`src/rtl/div_pipe_if.sv`:
```
// Shared request/result types and the IX/WB handshake bundle of the DIV execution pipe.
// slave = divider side, master = issue stage / writeback side.
package div_pipe_pkg;
    typedef enum logic [1:0] {
        DIV_OP_DIV  = 2'd0,
        DIV_OP_DIVU = 2'd1,
        DIV_OP_REM  = 2'd2,
        DIV_OP_REMU = 2'd3
    } div_op_e;

    typedef struct packed {
        logic [4:0]  rd;
        logic [31:0] rs1;
        logic [31:0] rs2;
        div_op_e     div_control;
    } ix_div_inf_t;

    typedef struct packed {
        logic [4:0]  rd;
        logic [31:0] result;
    } div_wb_inf_t;
endpackage

interface div_pipe_if;
    import div_pipe_pkg::*;

    logic        ix_div_valid;
    logic        ix_div_ready;
    ix_div_inf_t ix_div;
    logic        div_wb_valid;
    logic        wb_div_ready;
    div_wb_inf_t div_wb;

    modport slave (
        input  ix_div_valid, ix_div, wb_div_ready,
        output ix_div_ready, div_wb_valid, div_wb
    );

    modport master (
        output ix_div_valid, ix_div, wb_div_ready,
        input  ix_div_ready, div_wb_valid, div_wb
    );
endinterface

```
`src/rtl/div_pipe.sv`:
```
// Iterative restoring divider for RV32M DIV/DIVU/REM/REMU, RADIX_BITS quotient bits per cycle.
// Result is held in DONE until writeback grants it; divide-by-zero skips the iteration.
module div_pipe
    import div_pipe_pkg::*;
#(
    parameter int RADIX_BITS = 1
) (
    input  logic      clk,
    input  logic      arst_n,
    div_pipe_if.slave bus
);
    localparam int         ITERS = 32 / RADIX_BITS;
    localparam logic [5:0] LAST  = 6'(ITERS - 1);

    typedef enum logic [1:0] {S_IDLE, S_CALC, S_DONE} state_e;

    function automatic logic [31:0] f_neg(input logic [31:0] v);
        return ~v + 32'd1;
    endfunction

    function automatic logic [31:0] f_mag(input logic [31:0] v, input logic is_signed);
        return (is_signed && v[31]) ? f_neg(v) : v;
    endfunction

    state_e      r_state;
    logic [5:0]  r_cnt;
    div_wb_inf_t r_wb;

    logic [31:0] r_rem;
    logic [31:0] r_quo;
    logic [31:0] r_divisor;
    logic [4:0]  r_rd;
    logic        r_is_rem;
    logic        r_neg_q;
    logic        r_neg_r;

    logic        w_accept;
    logic        w_signed;
    logic        w_is_rem;
    logic [31:0] w_rem;
    logic [31:0] w_quo;
    logic [32:0] w_sh;
    logic [32:0] w_trial;
    logic [31:0] w_result;

    assign bus.ix_div_ready = (r_state == S_IDLE);
    assign bus.div_wb_valid = (r_state == S_DONE);
    assign bus.div_wb       = r_wb;

    assign w_accept = bus.ix_div_valid && (r_state == S_IDLE);
    assign w_signed = (bus.ix_div.div_control == DIV_OP_DIV) ||
                      (bus.ix_div.div_control == DIV_OP_REM);
    assign w_is_rem = (bus.ix_div.div_control == DIV_OP_REM) ||
                      (bus.ix_div.div_control == DIV_OP_REMU);

    // The shifted remainder is kept at 33 bits: with a divisor near 2^32 it can exceed 32 bits before the subtract.
    always_comb begin
        w_rem   = r_rem;
        w_quo   = r_quo;
        w_sh    = '0;
        w_trial = '0;
        for (int i = 0; i < RADIX_BITS; i++) begin
            w_sh    = {w_rem, w_quo[31]};
            w_trial = w_sh - {1'b0, r_divisor};
            w_rem   = w_trial[32] ? w_sh[31:0] : w_trial[31:0];
            w_quo   = {w_quo[30:0], ~w_trial[32]};
        end
    end

    assign w_result = r_is_rem ? (r_neg_r ? f_neg(w_rem) : w_rem)
                               : (r_neg_q ? f_neg(w_quo) : w_quo);

    // Control and output register; the datapath below needs no reset since every accept reloads it.
    always_ff @(posedge clk or negedge arst_n) begin
        if (!arst_n) begin
            r_state <= S_IDLE;
            r_cnt   <= '0;
            r_wb    <= '0;
        end else begin
            case (r_state)
                S_IDLE: begin
                    if (w_accept) begin
                        r_cnt <= '0;
                        if (bus.ix_div.rs2 == 32'd0) begin
                            r_state   <= S_DONE;
                            r_wb.rd   <= bus.ix_div.rd;
                            r_wb.result <= w_is_rem ? bus.ix_div.rs1 : 32'hFFFF_FFFF;
                        end else begin
                            r_state <= S_CALC;
                        end
                    end
                end
                S_CALC: begin
                    r_cnt <= r_cnt + 6'd1;
                    if (r_cnt == LAST) begin
                        r_state     <= S_DONE;
                        r_wb.rd     <= r_rd;
                        r_wb.result <= w_result;
                    end
                end
                S_DONE: begin
                    if (bus.wb_div_ready) begin
                        r_state <= S_IDLE;
                    end
                end
                default: r_state <= S_IDLE;
            endcase
        end
    end

    always_ff @(posedge clk) begin
        if (w_accept) begin
            r_rem     <= '0;
            r_quo     <= f_mag(bus.ix_div.rs1, w_signed);
            r_divisor <= f_mag(bus.ix_div.rs2, w_signed);
            r_rd      <= bus.ix_div.rd;
            r_is_rem  <= w_is_rem;
            r_neg_q   <= w_signed && (bus.ix_div.rs1[31] ^ bus.ix_div.rs2[31]);
            r_neg_r   <= w_signed && bus.ix_div.rs1[31];
        end else if (r_state == S_CALC) begin
            r_rem <= w_rem;
            r_quo <= w_quo;
        end
    end
endmodule
```
`src/flat_wrapper.sv`:
```
// flat-port wrapper written by rule: the top's interface ports become plain ports
module div_pipe_flat import div_pipe_pkg::*;
#(
    parameter int RADIX_BITS = 1
)
  (clk, arst_n, bus_ix_div_valid, bus_ix_div, bus_wb_div_ready, bus_ix_div_ready, bus_div_wb_valid, bus_div_wb);
  div_pipe_if bus_i ();
  input  logic clk;
  input  logic arst_n;
  input wire logic [$bits(bus_i.ix_div_valid)-1:0] bus_ix_div_valid;
  input wire logic [$bits(bus_i.ix_div)-1:0] bus_ix_div;
  input wire logic [$bits(bus_i.wb_div_ready)-1:0] bus_wb_div_ready;
  output wire logic [$bits(bus_i.ix_div_ready)-1:0] bus_ix_div_ready;
  output wire logic [$bits(bus_i.div_wb_valid)-1:0] bus_div_wb_valid;
  output wire logic [$bits(bus_i.div_wb)-1:0] bus_div_wb;
  assign bus_i.ix_div_valid = bus_ix_div_valid;
  assign bus_i.ix_div = bus_ix_div;
  assign bus_i.wb_div_ready = bus_wb_div_ready;
  assign bus_ix_div_ready = bus_i.ix_div_ready;
  assign bus_div_wb_valid = bus_i.div_wb_valid;
  assign bus_div_wb = bus_i.div_wb;
  div_pipe #(.RADIX_BITS(RADIX_BITS)) u_core (.clk(clk), .arst_n(arst_n), .bus(bus_i));
endmodule
```
`config.mk`:
```
export PLATFORM = sky130hd
export DESIGN_NAME = div_pipe_flat
export DESIGN_NICKNAME = d
export VERILOG_FILES = /design/src/rtl/div_pipe_if.sv /design/src/rtl/div_pipe.sv /design/src/flat_wrapper.sv
export SDC_FILE = /design/constraint.sdc
export NUM_CORES = 1
export LEC_CHECK = 0
export CORE_MARGIN = 3
export CORE_UTILIZATION = 43
export DETAILED_ROUTE_END_ITERATION = 10
export GPL_TIMING_DRIVEN = 0
export PLACE_DENSITY_LB_ADDON = 0.05
export REMOVE_ABC_BUFFERS = 1
export SYNTH_ARGS = -nofsm -noshare
export SYNTH_HDL_FRONTEND = slang
export SYNTH_SLANG_ARGS = --single-unit
```
`constraint.sdc`:
```
create_clock -name clk -period 12.5 [get_ports clk]
set_clock_uncertainty 0.05 [all_clocks]
set_input_delay 3.75 -clock clk [delete_from_list [all_inputs] [get_ports clk]]
set_output_delay 3.75 -clock clk [all_outputs]
set_load 0.02 [all_outputs]
```
== After elaboration in Yosys (flattened, before gate mapping) ==
Cells that the tools add are included.
Widths: inputs -> output; s select.

* Output and inout port bits: 39
* Word-level logic and storage cells: 66
* Bits of input ports: 75
* Bits in registers: 149

* Eq/ne operators: 9
* Add/subtract/negate cells: 6
* Muxes and demuxes: 20
* Bitwise operators: 6
* Reductions and logical operators: 14

{| class="wikitable"
|+ Operators with widths
! cell !! count
|-
| $mux 32 || 9
|-
| $add 32x1->32 const B || 4
|-
| $not 32->32 || 4
|-
| $mux 37 || 3
|-
| $pmux 37 s2 || 1
|-
| $sub 33x32->33 || 1
|-
| $logic_not 32->1 || 1
|-
| $pmux 6 s2 || 1
|-
| $mux 2 || 4
|-
| $add 6x1->6 const B || 1
|-
| $eq 2x2->1 const B || 3
|-
| $eq 6x5->1 const B || 1
|-
| $mux 6 || 1
|-
| $ne 2x1->1 const B || 3
|-
| $pmux 2 s3 || 1
|-
| $logic_and 1x1->1 || 4
|-
| $logic_not 2->1 || 2
|-
| $reduce_and 4->1 || 1
|-
| $reduce_bool 2->1 || 2
|-
| $reduce_and 3->1 || 1
|-
| $eq 2x1->1 const B || 1
|-
| $logic_or 1x1->1 || 2
|-
| $ne 2x2->1 const B || 1
|-
| $reduce_and 2->1 || 1
|-
| 2 further kinds || 2
|}

== Longest topological paths before layout ==
Gate-level depths: netlist (run 1).

* Depth in word-level cells: 8
* Mapped depth: 25
* Depth with buffers taken out: 22

== Least setup slack after synthesis (run 1) ==
No wires, ideal clock.

* Path kind: input to register
* Start point: input bus_ix_div[15]
* End point: register u_core.r_wb, in the netlist u_core.bus.div_wb[30]
* Data arrival time: 6144 ps
* Data required time: 12317 ps
* Library setup time: 133 ps
* Buffers on the path: 3
* Cell stages on the path: 13
* Slack: 6173 ps
* Cell sequence: or4_1 > nor4_1 > nand2b_1 > nor2_1 > nand2_1 > nor2_1 > a21oi_1 > or2_2 > clkbuf_1 > clkbuf_1 > clkbuf_1 > nand2_1 > o211ai_1

* Longest elaborated chain between the ends: 3

{| class="wikitable"
|+ Ends and longest elaborated chain
! element !! line !! text
|-
| start: declaration || flat_wrapper.sv:11 || <nowiki>input wire logic [$bits(bus_i.ix_div)-1:0] bus_ix_div;</nowiki>
|-
| $logic_not 32->1 || div_pipe.sv:84 || <nowiki>if (bus.ix_div.rs2 == 32'd0) begin</nowiki>
|-
| $ne 2x1->1 (no line) || -- ||
|-
| $reduce_and 4->1 (no line) || -- ||
|-
| end: declaration || div_pipe.sv:27 || <nowiki>div_wb_inf_t r_wb;</nowiki>
|}

Every way passes these cells.
A chain may end at the register's enable or synchronous reset.

== Worst setup path in the final report (run 1) ==
* Start point: register u_core.r_quo[31]
* End point: register u_core.r_wb, in the netlist u_core.bus.div_wb[28]

* Longest elaborated chain between the ends: 8

{| class="wikitable"
|+ Ends and longest elaborated chain
! element !! line !! text
|-
| start: declaration || div_pipe.sv:30 || <nowiki>logic [31:0] r_quo;</nowiki>
|-
| start signal: assignment || div_pipe.sv:114 || <nowiki>r_quo <= f_mag(bus.ix_div.rs1, w_signed);</nowiki>
|-
| start signal: assignment || div_pipe.sv:122 || <nowiki>r_quo <= w_quo;</nowiki>
|-
| $sub 33x32->33 || div_pipe.sv:64 || <nowiki>w_trial = w_sh - {1'b0, r_divisor};</nowiki>
|-
| $mux 32 / $not 1->1 (equally long branches) || div_pipe.sv:65, div_pipe.sv:66 ||
|-
| $not 32->32 || div_pipe.sv:18 || <nowiki>return ~v + 32'd1;</nowiki>
|-
| $add 32x1->32 || div_pipe.sv:18 ||
|-
| $mux 32, on equally long branches || div_pipe.sv:70, div_pipe.sv:71 ||
|-
| $mux 32 * || div_pipe.sv:70 || <nowiki>assign w_result = r_is_rem ? (r_neg_r ? f_neg(w_rem) : w_rem)</nowiki>
|-
| $mux 37 * || div_pipe.sv:95 || <nowiki>if (r_cnt == LAST) begin</nowiki>
|-
| $pmux 37 s2 * || div_pipe.sv:80 || <nowiki>case (r_state)</nowiki>
|}

Mark *: on every way between the ends. The rest lies on a longest branch, timed or not. The select of a mux whose other input is x is not followed.

==> results of run 1 <==
==> critical path, delay by kind of cell, from the launching register on <==
family          cells  cell delay [ns]
flops               1             0.48
simple gates        5             1.15
buf+inv             4             1.35
xor+xnor            1             0.23
fa+ha+maj           3             0.87
compound gates     10             3.25
==> state kept, by name, indices dropped and copies added, names as in the netlist <==
register and cells:
u_core.r_rd 5, u_core.r_neg_q 1, u_core.r_quo 32, u_core.bus.div_wb 37, u_core.r_state 2, u_core.r_cnt 6
u_core.r_neg_r 1, u_core.r_is_rem 1, u_core.r_divisor 32, u_core.r_rem 32
==> power by group through the flow <==
stage | clock (uW) | combinational (uW) | sequential [uW]
2_1_floorplan | 0 | 1340 | 971
3_3_place_gp | 0 | 1980 | 972
3_5_place_dp | 0 | 2020 | 966
4_1_cts | 504 | 2020 | 957
5_1_grt | 527 | 2250 | 987
6_report | 497 | 2020 | 958
==> worst max path at each step <==
stage | startpoint | end | slack (ns) | cells past startpoint
after floorplan | bus_ix_div_valid | u_core.r_quo[0]$_DFFE_PP_ | 4.09 | 3
after global placement | bus_ix_div_valid | u_core.r_quo[25]$_DFFE_PP_ | 0.13 | 4
after detailed placement | u_core.r_quo[31]$_DFFE_PP_ | u_core.bus.div_wb[28]$_DFFE_PN0P_ | 4.68 | 23
after CTS | u_core.r_quo[31]$_DFFE_PP_ | u_core.bus.div_wb[28]$_DFFE_PN0P_ | 4.58 | 23
after global routing | u_core.r_quo[31]$_DFFE_PP_ | u_core.bus.div_wb[28]$_DFFE_PN0P_ | 4.22 | 23
final | u_core.r_quo[31]$_DFFE_PP_ | u_core.bus.div_wb[28]$_DFFE_PN0P_ | 4.91 | 23
==> cell families (layout without fill, tap and decap cells) <==
kind of cell / count (synthesis) / in the layout
xor+xnor: 139 / 139
other cells: 0 / 1
buf+inv: 131 / 213
mux: 30 / 30
simple gates: 425 / 425
compound gates: 425 / 425
flops: 149 / 149
fa+ha+maj: 38 / 38
==> metrics by stage <==
stage	total power, uW	hold WS [ns]
2_1_floorplan	2310	0.397
3_3_place_gp	2950	0.414
3_5_place_dp	2980	0.425
4_1_cts	3480	0.436
5_1_grt	3760	0.460
6_report	3470	0.432
==> per-layer routing <==
layer  global-route usage (%)  up-vias  routed length (um)
li1                         -     5027                   -
met1                     31.3     4834               14700
met2                     40.4      249               15900
met3                     3.18       36                1410
met4                     6.03        0                 569
met5                        0        -                   0
==> cell type report <==
type / instances / area share (%)
sequential: 149 / 29.9
clock inverter: 11 / 0.791
inverter: 63 / 1.80
clock buffer: 21 / 3.43
multi-input combinational: 1057 / 51.4
antenna: 1 / 0.0191
tap: 330 / 3.15
timing repair buffer: 118 / 9.42
==> Yosys cell counts (all sizes together) (5+ instances only) <==
cell type	n	area, um^2
a211oi	12	105
a21o	7	52.6
a21oi	120	604
a22o	8	70.1
a31oi	13	81.3
and2	13	81.3
and3	7	43.8
buf	10	43.8
clkbuf	58	218
dfrtp	45	1130
dfxtp	32	641
edfxtp	72	2160
ha	37	463
inv	63	236
mux2	5	56.3
mux2i	25	250
nand2	126	473
nand2b	23	144
nand3	8	40.0
nand3b	5	37.5
nand4	12	75.1
nor2	131	492
nor2b	7	43.8
nor3	25	125
nor3b	5	37.5
nor4	18	113
o211ai	16	120
o21a	10	76.3
o21ai	131	656
o221ai	13	114
o22ai	14	87.6
o31a	6	53.8
o31ai	22	165
o41ai	16	140
or2	5	31.3
or3	19	119
or4	11	82.6
xnor2	72	631
xor2	67	587
==> flow_summary_export.csv, run 1 <==
group,metric,value,unit
placement,dp.cells,1717,
finish,fillers,2400,
timing,fin_crit_sh,60.7,%
status,status,"completed",
timing,setup_ws,4.91,ns
synth,synth_xor_area_share,10.9,%
clock_tree,cts_tree,"yes",
synth,yosys.area_share.adder,4.34,%
finish,drive_gt1_share,4.44,%
placement,portBuffers,113,
pwr,pwr-share-seq,27.6,%
placement,pre_cts_slack,4.68,ns
pwr,cell_internal_pwr,1830,uW
pwr,ir_worst_vdd,0.169,mV
drt,drt-total-wl,32500,um
placement,gp_congestion,0.875,
floorplan,ios,114,
clock_tree,cts_sinks,149,
critical_path,criticalPathCategory,"flop to flop",
placement,place_area,12600,um^2
clock_tree,path_clk_slew,0.07,ns
clock_tree,clock_latency,0.44,ns
critical_path,start_kind,"flop",
drt,via_per_inst,5.80,
finish,seq_area,3930,um^2
pwr,netSwitchingPower,1640,uW
global_route,antenna_found_initial,0,
finish,final_cell_mix,"128 x nor2_1, 126 x nand2_1, 123 x o21ai_0, 119 x a21oi_1, 112 x clkdlybuf4s50_1",
clock_tree,cts_hold_buf,0,
min_path,hold_class,"flop to flop",
timing,tightest_slew,1.28,ns
floorplan,dieArea,27900,um^2
global_route,grt_pass1_wl,53200,um
global_route,overflow,0,
finish,final_util,51.8,%
finish,area_growth,17.8,%
synth,synth_top_family_by_area,"compound AO/OA/AOI/OAI gates",
critical_path,path_max_fanout,40,
clock_tree,clk_path_buf_depth,2,
drt,dr.pass1.iters,5,
pwr,power_density,265,nW/um^2
critical_path,crit_top_cell,"inv_1",
critical_path,cp.required,12.73,ns
critical_path,timing.rr.end,"u_core.bus.div_wb[28]$_DFFE_PN0P_",
synth,synth_seq_cells,149,
finish,multi_input_area,6750,um^2
pwr,p_leak,0.00493,uW
global_route,grt_max_degree,73,
synth,muxShareOfSynthArea,2.75,%
placement,hpwl,23900,um
synth,synth-simple-area-share,18.2,%
floorplan,rows,58,
critical_path,worst_path_max_delay_cell,"inv_1",
synth,synthDistinctLibCells,72,
flow_run,maxCapViolCount,0,
finish,final_common_cell,"nor2_1",
pwr,clkPwrFrac,14.3,%
min_path,min_path_cells,1,
floorplan,die_w,167,um
timing,slew_headroom,14.6,%
drt,initialDrtViolationCount,759,
finish,final_nets,1519,
synth,synth.avg_cell_area,8.33,um^2
synth,async_flop_share,30.2,%
pwr,swShare,47.3,%
timing,finalMaxSlewViolations,0,
synth,synth-compound-area-share,24.0,%
drt,routed-via-count,10146,
drt,final_antenna_net_count,0,
critical_path,reg2reg_slack,4.91,ns
critical_path,reg2reg_depth,23,
synth,ys_seq_area_share,35.3,%
clock_tree,root_buffer,"clkbuf_16",
critical_path,endpoint_kind,"flop",
clock_tree,htreeDepth,4,
global_route,grt_pass1_vias,9992,
critical_path,arrival,7.82,ns
synth,netlist_instances,1337,
clock_tree,post-cts-setup-buffers,0,
timing,min_period,7.59,ns
synth,yosys_warnings,0,
critical_path,path_cells,"inv_1 -> ha_1 -> inv_1 -> fa_1 -> a211oi_2 -> o21a_2 -> a2111oi_4 -> o31a_2 -> a211oi_4 -> nor2_4 -> buf_16 -> inv_1 -> nor2_1 -> a21oi_1 -> ha_1 -> nand2_1 -> nor4_1 -> nand2_1 -> a211oi_1 -> o21bai_1 -> o41ai_1 -> xnor2_1 -> o221ai_1",
drt,routedWlPerCell,18.6,um
synth,synth_edf_count,72,
min_path,hp-start,"u_core.r_cnt[5]$_DFFE_PN0P_",
synth,synth-main-ff-cell,"edfxtp_1",
timing,fmax,132,MHz
floorplan,chipHeight,167,um
floorplan,core,25300,um^2
timing,finalHoldViolations,0,
min_path,worstHoldEndpoint,"u_core.r_cnt[5]$_DFFE_PN0P_",
critical_path,r2r-start,"u_core.r_quo[31]$_DFFE_PP_",
critical_path,slowest_delay,0.93,ns
floorplan,start_util,44.0,%
clock_tree,cts_resized,0,
timing,rsz0062_at_grt,"false",
synth,synth.cell_area,11100,um^2
drt,drc,0,
pwr,p_comb_share,58.1,%
timing,tns,0,ns
global_route,grt_use_total,23.5,%
finish,final_cells,1750,
timing,setup_viol,0,
finish,fin_area,13100,um^2
clock_tree,cts_buffers,17,
Note: power is estimated with default switching activity, not from simulation.
==> run 2, diff against run 1 <==
==> constraint.sdc (replaced) <==
create_clock -name clk -period 7.8 [get_ports clk]
set_clock_uncertainty 0.05 [all_clocks]
set_input_delay 2.34 -clock clk [delete_from_list [all_inputs] [get_ports clk]]
set_output_delay 2.34 -clock clk [all_outputs]
set_load 0.02 [all_outputs]
==> run 2 against run 1 <==
Net effect: combinational power rose by 61%; critical endpoint unchanged; largest power group unchanged; first-iteration DRC count up 12%; worst setup slack worse by 4.0 ns; via count rose by 0.28%; critical path depth shrank 1; highest routed layer unchanged; global-route usage is essentially flat; worst hold slack about the same; clock power is 60% higher; sequential power up 60%; cell count hardly changed; final area about the same.
==> flow_summary_export.csv, run 2 (same netlist as run 1, synthesis figures left out) <==
group,metric,value,unit
status,status,"completed",
finish,largest_reg_flops,37,
critical_path,arrival,7.12,ns
placement,gp_congestion,0.875,
drt,initialDrtViolationCount,850,
global_route,overflow,0,
timing,finalMaxSlewViolations,0,
floorplan,start_util,44.0,%
timing,fin_crit_sh,88.4,%
drt,dr.pass1.iters,8,
drt,final_antenna_net_count,0,
clock_tree,clock_latency,0.44,ns
global_route,grt_use_total,23.5,%
finish,final_cell_mix,"128 x nor2_1, 126 x nand2_1, 123 x o21ai_0, 119 x a21oi_1, 112 x clkdlybuf4s50_1",
min_path,hold_class,"flop to flop",
finish,final_util,51.9,%
timing,finalHoldViolations,0,
drt,routedWlPerCell,18.7,um
critical_path,endpoint_kind,"flop",
pwr,power_density,425,nW/um^2
finish,antenna_cells,0,
critical_path,criticalPathCategory,"flop to flop",
clock_tree,root_buffer,"clkbuf_16",
critical_path,cp.required,8.03,ns
global_route,antenna_found_initial,0,
floorplan,rows,58,
placement,portBuffers,113,
timing,tns,0,ns
global_route,grt_pass1_vias,9988,
critical_path,path_max_fanout,22,
pwr,p_leak,0.00493,uW
timing,fmax,145,MHz
clock_tree,cts_tree,"yes",
drt,route.top_layer_used,"met4",
finish,drive_gt1_share,4.64,%
drt,wl_met3,1420,um
clock_tree,htreeDepth,4,
floorplan,die_w,167,um
floorplan,dieArea,27900,um^2
floorplan,ios,114,
drt,routed-wl-met2,16000,um
placement,hpwl,23900,um
drt,via_per_inst,5.81,
timing,setup_viol,0,
drt,drc,0,
clock_tree,cts_buffers,17,
clock_tree,cts_sinks,149,
timing,rsz0062_at_grt,"false",
drt,routed-via-count,10174,
finish,final_nets,1521,
floorplan,chipHeight,167,um
floorplan,core,25300,um^2
global_route,grt_max_degree,73,
timing,slew_headroom,17.7,%
drt,drt-total-wl,32800,um
clock_tree,path_clk_slew,0.07,ns
finish,area_growth,17.9,%
flow_run,maxCapViolCount,0,
pwr,ir_worst_vdd,0.269,mV
critical_path,start_kind,"flop",
finish,final_common_cell,"nor2_1",
global_route,grt_pass1_wl,53200,um
timing,min_period,6.90,ns
clock_tree,clk_path_buf_depth,2,
timing,tightest_slew,1.23,ns
drt,wl_met1,14800,um
run 2: what timing repair did:
| action | in CTS | in global routing |
|---|---|---|
| endpoints found under the hold margin | 0 | 0 |
| cloned | 0 | 2 |
| gates resized for setup | 1 | 1 |
| hold buffers | 0 | 0 |
| setup buffers | 0 | 0 |
| pin swaps | 0 | 1 |
| endpoints found under the setup margin | 1 | 8 |
run 2: worst max-delay path, cell delays in order (launching register included):
cell        delay [ns]
edfxtp_1          0.48
inv_1             0.09
ha_1              0.16
inv_1             0.05
fa_1              0.44
a211oi_2          0.23
o21a_2            0.23
a2111oi_4         0.10
o31a_2            0.43
a22o_1            0.49
nor2_4            0.52
buf_16            0.24
clkinvlp_4        0.40
a21oi_1           0.42
ha_1              0.26
nand2_1           0.06
nor4_1            0.53
nand2_1           0.15
a211oi_1          0.33
o21bai_1          0.17
o41ai_1           0.49
xnor2_1           0.23
o221ai_1          0.14
run 2: cell type report:
cell class | instances | area [um^2]
timing repair buffer | 118 | 1240
tap | 330 | 413
sequential | 149 | 3930
clock inverter | 11 | 104
fill | 2401 | 12200
multi-input combinational | 1058 | 6760
clock buffer | 21 | 450
timing repair inverter | 1 | 5.00
inverter | 63 | 240
run 2: report_power, final:
group	internal (uW)	switching, uW
Sequential	1220	316
Clock	448	348
Combinational	1270	1980
run 2: worst paths after layout:
check | start | to | slack (ns) | cells past startpoint
worst max-delay path | u_core.r_quo[31]$_DFFE_PP_ | u_core.bus.div_wb[28]$_DFFE_PN0P_ | 0.90 | 22
worst min-delay path | u_core.r_cnt[5]$_DFFE_PN0P_ | u_core.r_cnt[5]$_DFFE_PN0P_ | 0.43 | 1
worst max register to register | u_core.r_quo[31]$_DFFE_PP_ | u_core.bus.div_wb[28]$_DFFE_PN0P_ | 0.90 | 22
worst min register to register | u_core.r_cnt[5]$_DFFE_PN0P_ | u_core.r_cnt[5]$_DFFE_PN0P_ | 0.43 | 1
max in group asynchronous | arst_n | u_core.bus.div_wb[10]$_DFFE_PN0P_ | 5.25 | 2
min in group asynchronous | arst_n | u_core.bus.div_wb[34]$_DFFE_PN0P_ | 1.88 | 1
run 2: per-layer routing:
metal | track usage (%) | vias up
met5 | 0 | -
met4 | 5.99 | 0
met3 | 3.13 | 34
met2 | 40.4 | 238
met1 | 31.3 | 4873
li1 | - | 5029
run 2: metrics by stage:
step	power [uW]	cells	worst slack, ns	instance area, um^2	hold slack [ns]
after floorplan	3700	1269	0.143	10900	0.397
after global placement	4730	1712	-3.16	12400	0.414
after detailed placement	4780	1717	-0.0248	12600	0.425
after CTS	5590	1749	0.302	13100	0.436
after global routing	6050	1751	0.324	13100	0.460
final	5590	1751	0.905	13100	0.432
==> run 3, diff against run 2 <==
--- a/config.mk
+++ b/config.mk
@@ -5,11 +5,14 @@
 export SDC_FILE = /design/constraint.sdc
 export NUM_CORES = 1
 export LEC_CHECK = 0
+export CELL_PAD_IN_SITES_DETAIL_PLACEMENT = 0
+export CELL_PAD_IN_SITES_GLOBAL_PLACEMENT = 1
 export CORE_MARGIN = 3
 export CORE_UTILIZATION = 43
 export DETAILED_ROUTE_END_ITERATION = 10
 export GPL_TIMING_DRIVEN = 0
-export PLACE_DENSITY_LB_ADDON = 0.05
+export PLACE_DENSITY = 0.86
+export RECOVER_POWER = 100
 export REMOVE_ABC_BUFFERS = 1
 export SYNTH_ARGS = -nofsm -noshare
 export SYNTH_HDL_FRONTEND = slang
==> run 3 against run 2 <==
Net effect: the flow now finishes with violations (capacitance limit, slew limit); utilization rose by 0.064 points; cell count barely moved; sequential power barely moved; final area rose by 0.12%; via count rose by 0.30%; worst hold slack got worse by 0.0073 ns; register-to-register slack got worse by 0.24 ns; combinational power fell by 3%; worst setup slack got worse by 0.24 ns; sequential cell count did not move.
==> flow_summary_export.csv, run 3 (same netlist as run 1, synthesis figures left out) <==
group,metric,value,unit
critical_path,path_cells,"inv_1 -> ha_1 -> inv_1 -> fa_1 -> a211oi_2 -> o21a_2 -> a2111oi_4 -> o31a_2 -> a22o_1 -> nor2_4 -> buf_12 -> clkinvlp_4 -> a21oi_1 -> ha_1 -> nand2_1 -> nor4_1 -> nand2_1 -> a211oi_1 -> o21bai_1 -> o41ai_1 -> xnor2_1 -> o221ai_1",
clock_tree,htreeDepth,4,
floorplan,ios,114,
critical_path,path_max_fanout,40,
floorplan,chipHeight,167,um
finish,area_growth,18.0,%
critical_path,worst_path_max_delay_cell,"clkinvlp_4",
drt,drt-total-wl,31800,um
placement,hpwl,23700,um
finish,final_common_cell,"nor2_1",
finish,fillers,2413,
finish,drive_gt1_share,4.01,%
timing,setup_viol,0,
status,status,"finished, violations left",
timing,min_period,7.13,ns
finish,final_nets,1520,
floorplan,start_util,44.0,%
critical_path,arrival,7.29,ns
finish,final_cells,1750,
global_route,overflow,0,
critical_path,reg2reg_depth,22,
placement,pre_cts_slack,0.312,ns
timing,fin_crit_sh,91.5,%
timing,tns,0,ns
clock_tree,root_buffer,"clkbuf_16",
timing,tightest_slew,2.70,ns
critical_path,crit_family,"compound AO/OA/AOI/OAI gates",
min_path,worstHoldEndpoint,"u_core.bus.div_wb[11]$_DFFE_PN0P_",
clock_tree,clk_path_buf_depth,2,
drt,via_per_inst,5.83,
global_route,grt_max_degree,81,
status,violations,"capacitance limit, slew limit",
clock_tree,cts_buffers,17,
global_route,antenna_found_initial,0,
timing,fin_hold_ws,0.425,ns
critical_path,cp.buffers_inverters,4,
finish,largest_reg_flops,37,
drt,initialDrtViolationCount,737,
pwr,ir_worst_vdd,0.363,mV
timing,slew_headroom,-79.8,%
min_path,min_path_cells,2,
min_path,hp-start,"u_core.bus.div_wb[11]$_DFFE_PN0P_",
flow_run,maxCapViolCount,3,
timing,finalMaxSlewViolations,116,
critical_path,cp.required,7.95,ns
critical_path,r2r-start,"u_core.r_quo[31]$_DFFE_PP_",
placement,portBuffers,113,
floorplan,dieArea,27900,um^2
global_route,grt_use_total,22.8,%
timing,rsz0062_at_grt,"false",
min_path,hold_class,"flop to flop",
finish,antenna_cells,0,
pwr,power_density,425,nW/um^2
timing,fmax,140,MHz
floorplan,core,25300,um^2
timing,finalHoldViolations,0,
drt,routed-via-count,10205,
finish,final_cell_mix,"130 x nor2_1, 126 x nand2_1, 126 x o21ai_0, 119 x a21oi_1",
critical_path,criticalPathCategory,"flop to flop",
drt,drc,0,
critical_path,start_kind,"flop",
clock_tree,post-cts-setup-buffers,0,
floorplan,rows,58,
drt,routedWlPerCell,18.2,um
floorplan,die_w,167,um
clock_tree,cts_tree,"yes",
clock_tree,path_clk_slew,0.07,ns
drt,final_antenna_net_count,0,
global_route,grt_pass1_vias,10111,
critical_path,slowest_delay,0.63,ns
clock_tree,cts_sinks,149,
critical_path,timing.rr.end,"u_core.bus.div_wb[28]$_DFFE_PN0P_",
critical_path,endpoint_kind,"flop",
global_route,grt_pass1_wl,52300,um
drt,dr.pass1.iters,5,
finish,final_util,51.9,%
pwr,p_leak,0.00496,uW
clock_tree,clock_latency,0.43,ns
placement,dp.cells,1718,
timing,setup_ws,0.666,ns
placement,gp_congestion,0.868,
critical_path,reg2reg_slack,0.67,ns
[run 3: cell types whose count changed in the layout (fill, tap and decap cells not counted), sizes merged, moves of 2 or more]
cell,before,now
buf,6,4
clkdlybuf4s50,112,62
clkbuf,21,24
bufinv,1,4
dlygate4sd3,0,50
clkinvlp,6,2
[run 3: worst register-to-register path, delay by kind of cell (launching register included)]
| family | cells | cell delay, ns |
|---|---|---|
| DFF | 1 | 0.41 |
| xor gates and xnor gates | 1 | 0.24 |
| buffers and inverters | 4 | 1.04 |
| adders and majority gates | 3 | 0.85 |
| and+or+nand+nor | 4 | 1.19 |
| AOI/OAI and AO/OA | 10 | 3.12 |
[run 3: cell type report]
class / instances / area [um^2] / share of cell area [%]
Clock buffer: 21 / 440 / 3.35
Inverter: 63 / 240 / 1.83
Sequential cell: 149 / 3930 / 29.9
Tap cell: 330 / 413 / 3.14
Timing Repair Buffer: 119 / 1210 / 9.24
Clock inverter: 11 / 175 / 1.33
Multi-Input combinational cell: 1057 / 6740 / 51.2
[run 3: worst max path at each step]
stage                               start                                end  cells past startpoint
2_1_floorplan  u_core.r_quo[31]$_DFFE_PP_  u_core.bus.div_wb[28]$_DFFE_PN0P_                     21
3_3_place_gp             bus_ix_div_valid         u_core.r_quo[26]$_DFFE_PP_                      4
3_5_place_dp   u_core.r_quo[31]$_DFFE_PP_  u_core.bus.div_wb[28]$_DFFE_PN0P_                     23
4_1_cts        u_core.r_quo[31]$_DFFE_PP_  u_core.bus.div_wb[28]$_DFFE_PN0P_                     23
5_1_grt        u_core.r_quo[31]$_DFFE_PP_  u_core.bus.div_wb[28]$_DFFE_PN0P_                     22
6_report       u_core.r_quo[31]$_DFFE_PP_  u_core.bus.div_wb[28]$_DFFE_PN0P_                     22
[run 3: layer usage]
metal  vias to the layer above  GRT usage (%)  routed length (um)
li1                       5035              -                   -
met1                      4832           29.8               13900
met2                       284           39.3               15600
met3                        54           2.97                1530
met4                         0           7.39                 835
met5                         -              0                   0
[run 3: power breakdown]
part | leakage [uW] | total (uW) | internal (uW) | switching, uW
Clock | 0.000294 | 888 | 539 | 349
Combinational | 0.00318 | 3170 | 1220 | 1950
Sequential | 0.00148 | 1530 | 1220 | 312
[run 3: what timing repair did]
item	in CTS	in global routing
hold buffers	0	0
setup endpoints to repair	0	8
gates resized for setup	0	2
[run 3: through the flow]
stage	total power (uW)	instance area, um^2
detailed placement	4740	12600
floorplan	3700	10900
finish	5590	13200
CTS	5640	13200
global placement	4670	12400
global route	6040	13200
